===== config.mk =====
export PLATFORM = sky130hd
export DESIGN_NAME = seq_divider
export DESIGN_NICKNAME = d
export VERILOG_FILES = /design/src/rtl/seq_divider.sv
export SDC_FILE = /design/constraint.sdc
export NUM_CORES = 1
export LEC_CHECK = 0
export CORE_MARGIN = 1
export CORE_UTILIZATION = 51
export CTS_CLUSTER_DIAMETER = 150
export CTS_CLUSTER_SIZE = 30
export DETAILED_ROUTE_END_ITERATION = 10
export HOLD_SLACK_MARGIN = 0.03
export PLACE_DENSITY_LB_ADDON = 0.05
export SYNTH_ARGS = -nofsm -noshare
export SYNTH_HDL_FRONTEND = slang
export SYNTH_SLANG_ARGS = --single-unit
export TNS_END_PERCENT = 5

===== constraint.sdc =====
create_clock -name clk -period 4.4 [get_ports clk]
set_input_delay 0.66 -clock clk [delete_from_list [all_inputs] [get_ports clk]]
set_output_delay 0.66 -clock clk [all_outputs]
set_load 0.005 [all_outputs]

===== src/rtl/seq_divider.sv =====
// Iterative restoring divider: N_W-bit dividend by D_W-bit divisor, one quotient bit per clock.
// Define SIGNED_DIV_EN to add the signed_op port for two's-complement truncating division.
module seq_divider #(
    parameter int N_W = 32,
    parameter int D_W = 16
) (
    input  logic           clk,
    input  logic           rst,
    input  logic           start,
    input  logic [N_W-1:0] dividend,
    input  logic [D_W-1:0] divisor,
`ifdef SIGNED_DIV_EN
    input  logic           signed_op,
`endif
    output logic           busy,
    output logic           done,
    output logic [N_W-1:0] quotient,
    output logic [D_W-1:0] remainder,
    output logic           div_by_zero
);

    localparam int CNT_W = $clog2(N_W) + 1;

    typedef enum logic [1:0] {IDLE, RUN, DONE} state_t;

    state_t         state_q, state_d;
    logic [D_W:0]   prem_q, prem_d;
    logic [N_W-1:0] shreg_q, shreg_d;
    logic [D_W-1:0] dvsr_q, dvsr_d;
    logic [CNT_W-1:0] cnt_q, cnt_d;
    logic [N_W-1:0] quot_q, quot_d;
    logic [D_W-1:0] rem_q, rem_d;
    logic           dbz_q, dbz_d;
    logic           zero_q, zero_d;
`ifdef SIGNED_DIV_EN
    logic           qneg_q, qneg_d;
    logic           rneg_q, rneg_d;
`endif

    logic [D_W+1:0] shifted;
    logic [D_W+1:0] trial;
    logic           qbit;
    logic [D_W:0]   prem_nxt;
    logic [N_W-1:0] shreg_nxt;
    logic [N_W-1:0] quot_fin;
    logic [D_W-1:0] rem_fin;
    logic [N_W-1:0] a_mag;
    logic [D_W-1:0] b_mag;
    logic           last_iter;

    // One restoring step; the extra top bit of trial is the borrow.
    always_comb begin
        shifted   = {prem_q, shreg_q[N_W-1]};
        trial     = shifted - {2'b00, dvsr_q};
        qbit      = ~trial[D_W+1];
        prem_nxt  = qbit ? trial[D_W:0] : shifted[D_W:0];
        shreg_nxt = {shreg_q[N_W-2:0], qbit};
        last_iter = (cnt_q == CNT_W'(N_W - 1));
    end

    always_comb begin
        a_mag    = dividend;
        b_mag    = divisor;
        quot_fin = shreg_nxt;
        rem_fin  = prem_nxt[D_W-1:0];
`ifdef SIGNED_DIV_EN
        if (signed_op && dividend[N_W-1]) a_mag = -dividend;
        if (signed_op && divisor[D_W-1])  b_mag = -divisor;
        if (qneg_q) quot_fin = -shreg_nxt;
        if (rneg_q) rem_fin  = -prem_nxt[D_W-1:0];
`endif
    end

    always_comb begin
        state_d = state_q;
        prem_d  = prem_q;
        shreg_d = shreg_q;
        dvsr_d  = dvsr_q;
        cnt_d   = cnt_q;
        quot_d  = quot_q;
        rem_d   = rem_q;
        dbz_d   = dbz_q;
        zero_d  = zero_q;
`ifdef SIGNED_DIV_EN
        qneg_d  = qneg_q;
        rneg_d  = rneg_q;
`endif
        case (state_q)
            IDLE, DONE: begin
                if (state_q == DONE) state_d = IDLE;
                if (start) begin
                    // A zero divisor also spends one RUN cycle so its done lands on edge k+1.
                    state_d = RUN;
                    prem_d  = '0;
                    cnt_d   = '0;
                    dbz_d   = 1'b0;
                    zero_d  = (divisor == '0);
                    dvsr_d  = b_mag;
                    shreg_d = (divisor == '0) ? dividend : a_mag;
`ifdef SIGNED_DIV_EN
                    qneg_d  = signed_op & (dividend[N_W-1] ^ divisor[D_W-1]);
                    rneg_d  = signed_op & dividend[N_W-1];
`endif
                end
            end
            RUN: begin
                if (zero_q) begin
                    state_d = DONE;
                    quot_d  = '1;
                    rem_d   = shreg_q[D_W-1:0];
                    dbz_d   = 1'b1;
                    zero_d  = 1'b0;
                end else begin
                    prem_d  = prem_nxt;
                    shreg_d = shreg_nxt;
                    cnt_d   = cnt_q + CNT_W'(1);
                    if (last_iter) begin
                        state_d = DONE;
                        quot_d  = quot_fin;
                        rem_d   = rem_fin;
                    end
                end
            end
            default: state_d = IDLE;
        endcase
    end

    always_ff @(posedge clk or posedge rst) begin
        if (rst) begin
            state_q <= IDLE;
            prem_q  <= '0;
            shreg_q <= '0;
            dvsr_q  <= '0;
            cnt_q   <= '0;
            quot_q  <= '0;
            rem_q   <= '0;
            dbz_q   <= 1'b0;
            zero_q  <= 1'b0;
`ifdef SIGNED_DIV_EN
            qneg_q  <= 1'b0;
            rneg_q  <= 1'b0;
`endif
        end else begin
            state_q <= state_d;
            prem_q  <= prem_d;
            shreg_q <= shreg_d;
            dvsr_q  <= dvsr_d;
            cnt_q   <= cnt_d;
            quot_q  <= quot_d;
            rem_q   <= rem_d;
            dbz_q   <= dbz_d;
            zero_q  <= zero_d;
`ifdef SIGNED_DIV_EN
            qneg_q  <= qneg_d;
            rneg_q  <= rneg_d;
`endif
        end
    end

    assign busy        = (state_q == RUN);
    assign done        = (state_q == DONE);
    assign quotient    = quot_q;
    assign remainder   = rem_q;
    assign div_by_zero = dbz_q;

endmodule


== Word level (Yosys, flattened, before mapping) ==
Index checks and enable logic that the tools add are counted.
Word-level totals
  bits in latches: 0
  bits in registers: 123
  memories: 0
  ROM bits: 0
  bits in writable memories: 0
  bits of input ports: 51
Cells by class
  reductions and logical operators: 11
  div/mod/pow operators: 0
  mux-type cells: 24
  bitwise logic cells: 1
  $mul: 0
  magnitude comparators: 0
  shift-type cells: 0
  equality and inequality tests: 8
  add/subtract/negate cells: 2
Operators by type and width (number)
  $mux 32: 4
  $pmux 32 s2: 1
  $mux 17: 3
  $pmux 17 s2: 1
  $mux 16: 2
  $sub 18x16->18: 1
  $logic_not 16->1: 1
  $mux 6: 2
  $pmux 6 s2: 1
  $mux 2: 4
  $reduce_and 2->1: 4
  $add 6x1->6 const B: 1
  $eq 6x5->1 const B: 1
  $reduce_and 3->1: 2
  $ne 2x2->1 const B: 2
  $pmux 1 s2: 2
  $pmux 2 s2: 1
  $reduce_bool 2->1: 2
  $mux 1: 3
  $ne 3x1->1 const B: 1
  $ne 3x3->1 const B: 1
  $eq 2x1->1 const B: 1
  $eq 2x2->1 const B: 1
  $logic_not 2->1: 1
  other kinds (3): 3

== Depth between registers and ports, before layout ==
Gate-level depths: netlist of run 1.
  depth in word-level cells: 4
  depth in mapped cells: 11
  mapped depth without buffers: 11

== Least setup slack after synthesis of run 1 ==
No wires, ideal clock.
  path kind: register to register
  start point: reg prem_q[9]
  end point: reg rem_q[1], in the netlist remainder[1]
  cell stages (with the launch flop): 9
  path slack: 1.923 ns
  arrival: 2.311 ns
  clock period less this slack: 2.477 ns
  library setup time: 0.167 ns
  path buffers: 1
  cell sequence: dfrtp_1 ha_1 a21o_1 a221o_1 or4_4 nand3_4 buf_8 mux2i_1 a21oi_1
On the way
  longest elaborated chain between the ends: 4
Ends and longest elaborated chain
  start, declared: line 27  | logic [D_W:0] prem_q, prem_d;
  start signal, assigned: line 145  | prem_q <= prem_d;
  $sub 18x16->18: line 54  | trial = shifted - {2'b00, dvsr_q};
  $mux 17: line 56  | prem_nxt = qbit ? trial[D_W:0] : shifted[D_W:0];
  $mux 16: line 117  | if (last_iter) begin
  $mux 16: line 107  | if (zero_q) begin
  end signal, assigned: line 150  | rem_q <= rem_d;
  end, declared: line 32  | logic [D_W-1:0] rem_q, rem_d;
Every way passes these cells. The select of a mux whose other input is x is not followed.
A chain may end at the register's enable or synchronous reset.

== Final worst setup path of run 1 ==
  start point: reg state_q[1]
  end point: out busy
On the way
  longest elaborated chain between the ends: 1
Ends and longest elaborated chain
  start, declared: line 26  | state_t state_q, state_d;
  start signal, assigned: line 144  | state_q <= state_d;
  $eq 2x1->1: line 160  | assign busy = (state_q == RUN);
  end, declared: line 15  | output logic busy,
Every way passes these cells.

==> results.md, run 1 <==
- Outcome: finished, violations left
- Failing checks: DRC
- Ys async rst share: 100%
- Peak supply drop: 536 µV
- Most common cell after layout, fill and taps aside: nand2_1
- Critical path required time: about 3.7 ns
- Die Ht: 112 µm
- Antenna-violating nets left: 0
- Starting DRT DRC Count: 446
- Core ar.: roughly 12000 µm²
- Worst setup path startpoint: state_q[1]
- CP arrival: ~2.6 ns
- Cells after Synth: 695
- Top FF cell, synth: dfrtp_1
- CP Cell Sequence: nand2b_1 -> inv_2 -> clkdlybuf4s50_1
- Average size of a mapped cell: 8.89 µm²
- Crit path largest cell delay: roughly 0.66 ns
- Crit end category: primary output
- Num CTS Buffers: 17
- R2R cell count: 8
- WS Path Type: register to primary output
- Yosys top cell by area: dfrtp_1
- Residual DRC count: 7
- PortBufs: 101
- Design Power: 6.90 mW
- Layout area overhead: 26.3%
- # setup viols final: 0
- FP Rows: 39
- Worst r2r src: prem_q[0]
- Type of the tightest min-delay check: register to register
- IO Count: 102
- Max-Cap Viols: 0
- H-tree Lvls: 4
- Ant. Diodes: 0
- Hold depth: 2
- Slew headroom: 25.4%
- Largest net degree at the start of global routing: 80
- Tmin final: 3.21 ns
- Max Freq: about 0.31 GHz
- CTS resizes: 0
- Period utilization: 72.9%
- Slew @ Worst Pin: 1.12 ns
- Post-synth EDFFs: 0
- Post-Syn Nets: around 760
- Wire per inst: 17.1 µm
- CTS max path bufs: 2
- CTS tree: done
- Max stage delay cell, worst path: inv_2
- Total setup buffers inserted after CTS: 0
- Share of cells above drive strength 1: 7.08%
- Final Max Slew Viols: 0
- Root Driver: clkbuf_16
- CTS clk-pin slew, worst paths: ~0.05 ns
- GP Congestion: 0.865
- Vias after detailed routing: 5457
- Die area: roughly 13000 µm²
- Max FO, Critical Path: 37
- Synth top area cells: dfrtp_1, nand2_1, nand3_1
- Sequential cell area fraction in the yosys report: about half
- Initial Util: 53.2%
- Synth Cell Area: 6180 µm²
- Nets: ~850
- First-pass GRT wire length: 26.3 mm
- PwrDens: 885 nW/µm²
- Hold Path Origin: div_by_zero
- # fillers: about 950
- Yosys warns: 0
- Hold_buf cts: 0
- Drt first pass iters: 8
- Skew final: 0.00799 ns
- Vias per cell: approximately 5.8
- Die width: around 110 µm
- Highest-count cells in the layout ignoring fill and taps: nand2_1, dfrtp_1, clkdlybuf4s50_1, nor2_1, nand3_1
- RSZ-0062 raised after global routing: false
- Setup TNS Final: 0 ns
- Total track usage: 26.8%
- Detail Placement HPWL: roughly 11 mm
- Total gr overflow: 0
- Vias in the first global route: 5301
- CP Launch Type: register
- Final WL: about 16 mm
- Initial antenna violation count: 0
- Post-synth top area share: 49.8%
- Clock Sinks: 123
- Synth Register Bits: between 100 and 150
- Count of cell types in the netlist: 60
- Leak: between 3 and 4 nW
- Hold Fails Final Rpt: 0
- Worst-skew pair later-pin latency: roughly 0.41 ns
synth_stat cells (2+ instances only):
| cell type | number |
|---|---|
| inv_1 | 21 |
| nand4_1 | 6 |
| xor2_1 | 5 |
| ha_1 | 17 |
| buf_1 | 3 |
| nand2_1 | 168 |
| nand3_1 | 48 |
| dfrtp_1 | 123 |
| a211o_1 | 2 |
| nand2b_1 | 4 |
| o22ai_1 | 16 |
| a21o_1 | 9 |
| a221oi_1 | 2 |
| a21oi_2 | 2 |
| o21ai_1 | 16 |
| mux2i_1 | 15 |
| a31oi_1 | 32 |
| nand4b_1 | 2 |
| and3_1 | 4 |
| buf_4 | 2 |
| o2111ai_1 | 2 |
| xnor2_1 | 7 |
| a211oi_1 | 2 |
| mux2_2 | 2 |
| a21oi_1 | 28 |
| a31oi_2 | 2 |
| clkbuf_1 | 33 |
| o21ai_0 | 23 |
| nor2b_1 | 4 |
| and3_2 | 3 |
| nor2_1 | 52 |
| nor4_1 | 6 |
| nor3_1 | 4 |
| o21a_1 | 4 |
critical path: cells and delay by family (launching register included):
kind | cells | cell delay (ns)
buf+inv | 2 | 1.29
flops | 1 | 0.36
simple gates | 1 | 0.48
state kept, by name, indices dropped and copies added, names as in the netlist:
signal,count
remainder,16
cnt_q,6
shreg_q,32
dvsr_q,16
quotient,32
div_by_zero,1
prem_q,17
zero_q,1
state_q,2
where the power goes:
part	internal, mW	switching [mW]	leakage (nW)
sequential	1.66	0.389	1.53
combinational	1.59	1.99	1.78
clock	0.818	0.461	0.264
total	4.06	2.84	3.57
path summary, 6_finish.rpt:
check | endpoint | slack, ns
worst max-delay path | busy | 1.19
worst min-delay path | div_by_zero | 0.48
worst max register to register | prem_q[9] | 1.42
worst min register to register | div_by_zero | 0.48
max in group asynchronous | dvsr_q[6] | 2.79
min in group asynchronous | quotient[19] | 0.82
layout make-up:
cell class	count	area (µm²)	share of cell area [%]
multi-input combinational	508	2830	36.3
clock buffer	24	492	6.30
tap	143	179	2.29
timing repair buffer	111	1100	14.1
clock inverter	3	40.0	0.513
sequential	123	3080	39.4
inverter	22	85.1	1.09
per-stage QoR:
step / hold WS [ns] / std cells / utilization, % / setup WS (ns) / cell area [µm²]
2_1_floorplan: 0.450 / 695 / - / 0.469 / 6180
3_3_place_gp: 0.467 / 907 / 62.6 / 1.55 / 7270
3_5_place_dp: 0.473 / 907 / 62.6 / 1.46 / 7270
4_1_cts: 0.484 / 934 / 67.2 / 1.20 / 7800
5_1_grt: 0.509 / 934 / 67.2 / 1.01 / 7800
6_report: 0.481 / 934 / 67.2 / 1.19 / 7800
logic make-up after synthesis:
family / after synthesis / synth area share [%]
flip-flops: 123 / 49.8
XOR/XNOR: 12 / 1.70
AND/OR/NAND/NOR: 310 / 22.0
buffers and inverters: 64 / 4.60
adder cells (fa/ha/maj): 18 / 3.77
AO/OA/AOI/OAI: 151 / 15.3
multiplexers: 17 / 2.80
metal layers:
layer,vias to the layer above,part of all wire [%],track usage (%)
met3,22,5.2,6.32
met2,189,47,42.7
met5,-,0,0
li1,2586,-,-
met4,0,1.6,8.71
met1,2660,46,36.5
Note: power is estimated with default switching activity, not from simulation.
==> run 2: changes to the inputs <==
Settings changed: CORE_UTILIZATION 51 to 49.
Clock period 4.4 ns to 2.9 ns, I/O delays scaled along.
==> results.md, run 2 (synthesis gave the netlist of run 1 again) <==
- Outcome: complete, no violations (was finished, violations left)
- Grt met1 use: 36.5% (about the same)
- Final cell count without fillers: 979 (was 934)
- Reg-to-Reg End: remainder[0] (was prem_q[9])
- Register-to-Register Setup Slack: 0.09 ns (was 1.42 ns)
- Initial antenna violation count: 0 (unchanged)
- PortBufs: 101 (unchanged)
- Wire per inst: 16.5 µm (was 17.1 µm)
- GR peak layer: met2 (unchanged)
- RSZ-0062 raised after global routing: false (unchanged)
- # fillers: 1023 (was 952)
- Hold Fails Final Rpt: 0 (unchanged)
- Final worst slack: 0.0869 ns (was 1.19 ns)
- Root Driver: clkbuf_16 (unchanged)
- Total gr overflow: 0 (unchanged)
- Total track usage: 26.6% (was 26.8%)
- H-tree Lvls: 4 (unchanged)
- Worst r2r src: prem_q[9] (was prem_q[0])
- CTS clk-pin slew, worst paths: 0.06 ns (was 0.05 ns)
- CTS resizes: 0 (unchanged)
- Crit end category: register (was primary output)
- Critical path required time: 3.23 ns (was 3.74 ns)
- Total setup buffers inserted after CTS: 0 (unchanged)
- Residual DRC count: 0 (was 7)
- Most common cell after layout, fill and taps aside: nand2_1 (unchanged)
- Detail Placement HPWL: 11.3 mm (was 10.9 mm)
- Die width: 114 µm (was 112 µm)
- CTS tree: done (unchanged)
- FP Rows: 40 (was 39)
- Drt first pass iters: 5 (was 8)
- Peak supply drop: 676 µV (was 536 µV)
- First-pass GRT wire length: 26.8 mm (was 26.3 mm)
- Skew final: 0.00752 ns (was 0.00799 ns)
- Worst-skew pair later-pin latency: 0.41 ns (about the same)
- IO Count: 102 (unchanged)
- GP Congestion: 0.928 (was 0.865)
- Cell Area, Placed: 7450 µm² (was 7270 µm²)
- Ant. Diodes: 0 (unchanged)
- Num CTS Buffers: 17 (unchanged)
- Multi-input gate area: 2850 µm² (was 2830 µm²)
- Vias in the first global route: 5378 (was 5301)
- Vias after detailed routing: 5494 (was 5457)
- Initial Util: 50.8% (was 53.2%)
- GR Util met3: 4.18% (was 6.32%)
- Placed cell count: 947 (was 907)
- Vias per cell: 5.61 (was 5.84)
- Layout area overhead: 30.8% (was 26.3%)
- R2R cell count: 8 (unchanged)
- PwrDens: 1360 nW/µm² (was 885 nW/µm²)
- Design Power: 11.0 mW (was 6.90 mW)
- Final WL: 16.2 mm (was 16.0 mm)
- Antenna-violating nets left: 0 (unchanged)
- Slew @ Worst Pin: 0.909 ns (was 1.12 ns)
- Max FO, Critical Path: 9 (was 37)
- CP Launch Type: register (unchanged)
- Clock Sinks: 123 (unchanged)
- Setup TNS Final: 0 ns (unchanged)
- Largest net degree at the start of global routing: 68 (was 80)
- Met2 Usage GRT: 42.4% (was 42.7%)
- Reg area: 3080 µm² (unchanged)
- Hold_buf cts: 0 (unchanged)
- Dpl ws: 0.0881 ns (was 1.46 ns)
- Leak: 3.70 nW (was 3.57 nW)
- Max-Cap Viols: 0 (unchanged)
- Type of the tightest min-delay check: input pin to async pin (was register to register)
- Starting DRT DRC Count: 460 (was 446)
- Slew headroom: 39.3% (was 25.4%)
- Crit path largest cell delay: 0.46 ns (was 0.66 ns)
- Period utilization: 97.0%
- Core ar.: 12200 µm² (was 11600 µm²)
- Final Max Slew Viols: 0 (unchanged)
- Max Freq: 0.355 GHz
- # setup viols final: 0 (unchanged)
- Die Ht: 114 µm (was 112 µm)
- CTS max path bufs: 2 (unchanged)
- CP Cell Sequence: ha_1 -> a21o_1 -> a221o_1 -> or4_4 -> nand3_4 -> buf_12 -> mux2_2 -> a21oi_1 (was nand2b_1 -> inv_2 -> clkdlybuf4s50_1)
- Nets: 867 (was 852)
- Highest-count cells in the layout ignoring fill and taps: nand2_1, dfrtp_1, clkdlybuf4s50_1, nor2_1, nand3_1 (unchanged)
- CP arrival: 3.14 ns (was 2.55 ns)
- Final Cell Area: 8080 µm² (was 7800 µm²)
- Die area: 13100 µm² (was 12600 µm²)
- Tmin final: 2.81 ns
- Max stage delay cell, worst path: or4_4 (was inv_2)
- WS Path Type: register to register (was register to primary output)
- Share of cells above drive strength 1: 9.99% (was 7.08%)
run 2: cell types whose count changed in the layout (fill, tap and decap cells not counted), sizes merged:
cell      change
bufinv        +1
clkbuf        -1
clkinvlp      +1
clkinv        +4
buf          +15
run 2: metrics by stage:
stage | utilization, % | hold slack, ns
after global placement | 61.3 | 0.476
after CTS | 66.3 | 0.423
final | 66.4 | 0.416
after floorplan | - | 0.450
after global routing | 66.4 | 0.463
after detailed placement | 61.3 | 0.482
run 2: worst max-delay path by stage:
stage               startpoint  depth (start not counted)           end  slack (ns)
floorplan            prem_q[9]                          8  remainder[2]        0.42
global placement     prem_q[0]                          9  remainder[0]        0.17
detailed placement   prem_q[0]                          9  remainder[0]        0.09
CTS                  prem_q[0]                          9  remainder[0]        0.06
global route         prem_q[9]                          8  remainder[0]       0.009
finish               prem_q[9]                          8  remainder[0]        0.09
run 2: critical path, delay by kind of cell (launching register included):
family,cells,cell delay (ns)
AOI/OAI and AO/OA,3,0.83
and+or+nand+nor,2,0.60
adders and majority gates,1,0.41
DFF,1,0.40
muxes,1,0.34
buffers and inverters,1,0.15
run 2: layout make-up:
| type | count | share of cell area (%) |
|---|---|---|
| Inverter | 22 | 1.07 |
| Timing Repair Buffer | 126 | 15.5 |
| Clock buffer | 23 | 6.16 |
| Multi-Input combinational cell | 508 | 35.3 |
| Sequential cell | 123 | 38.1 |
| Clock inverter | 9 | 1.36 |
| Tap cell | 168 | 2.60 |
run 2: where the power goes:
| part | leakage [nW] | switching [mW] | total [mW] | internal [mW] |
|---|---|---|---|---|
| Clock | 0.304 | 0.755 | 2.14 | 1.38 |
| Sequential | 1.53 | 0.574 | 3.09 | 2.52 |
| Combinational | 1.86 | 3.12 | 5.79 | 2.68 |
| Total | 3.70 | 4.44 | 11.0 | 6.57 |
run 2: layer usage:
metal / up-vias / share of wire [%]
met4: 0 / 2.1
met2: 157 / 48
met1: 2682 / 46
met5: - / 0
met3: 31 / 4.1
li1: 2624 / -
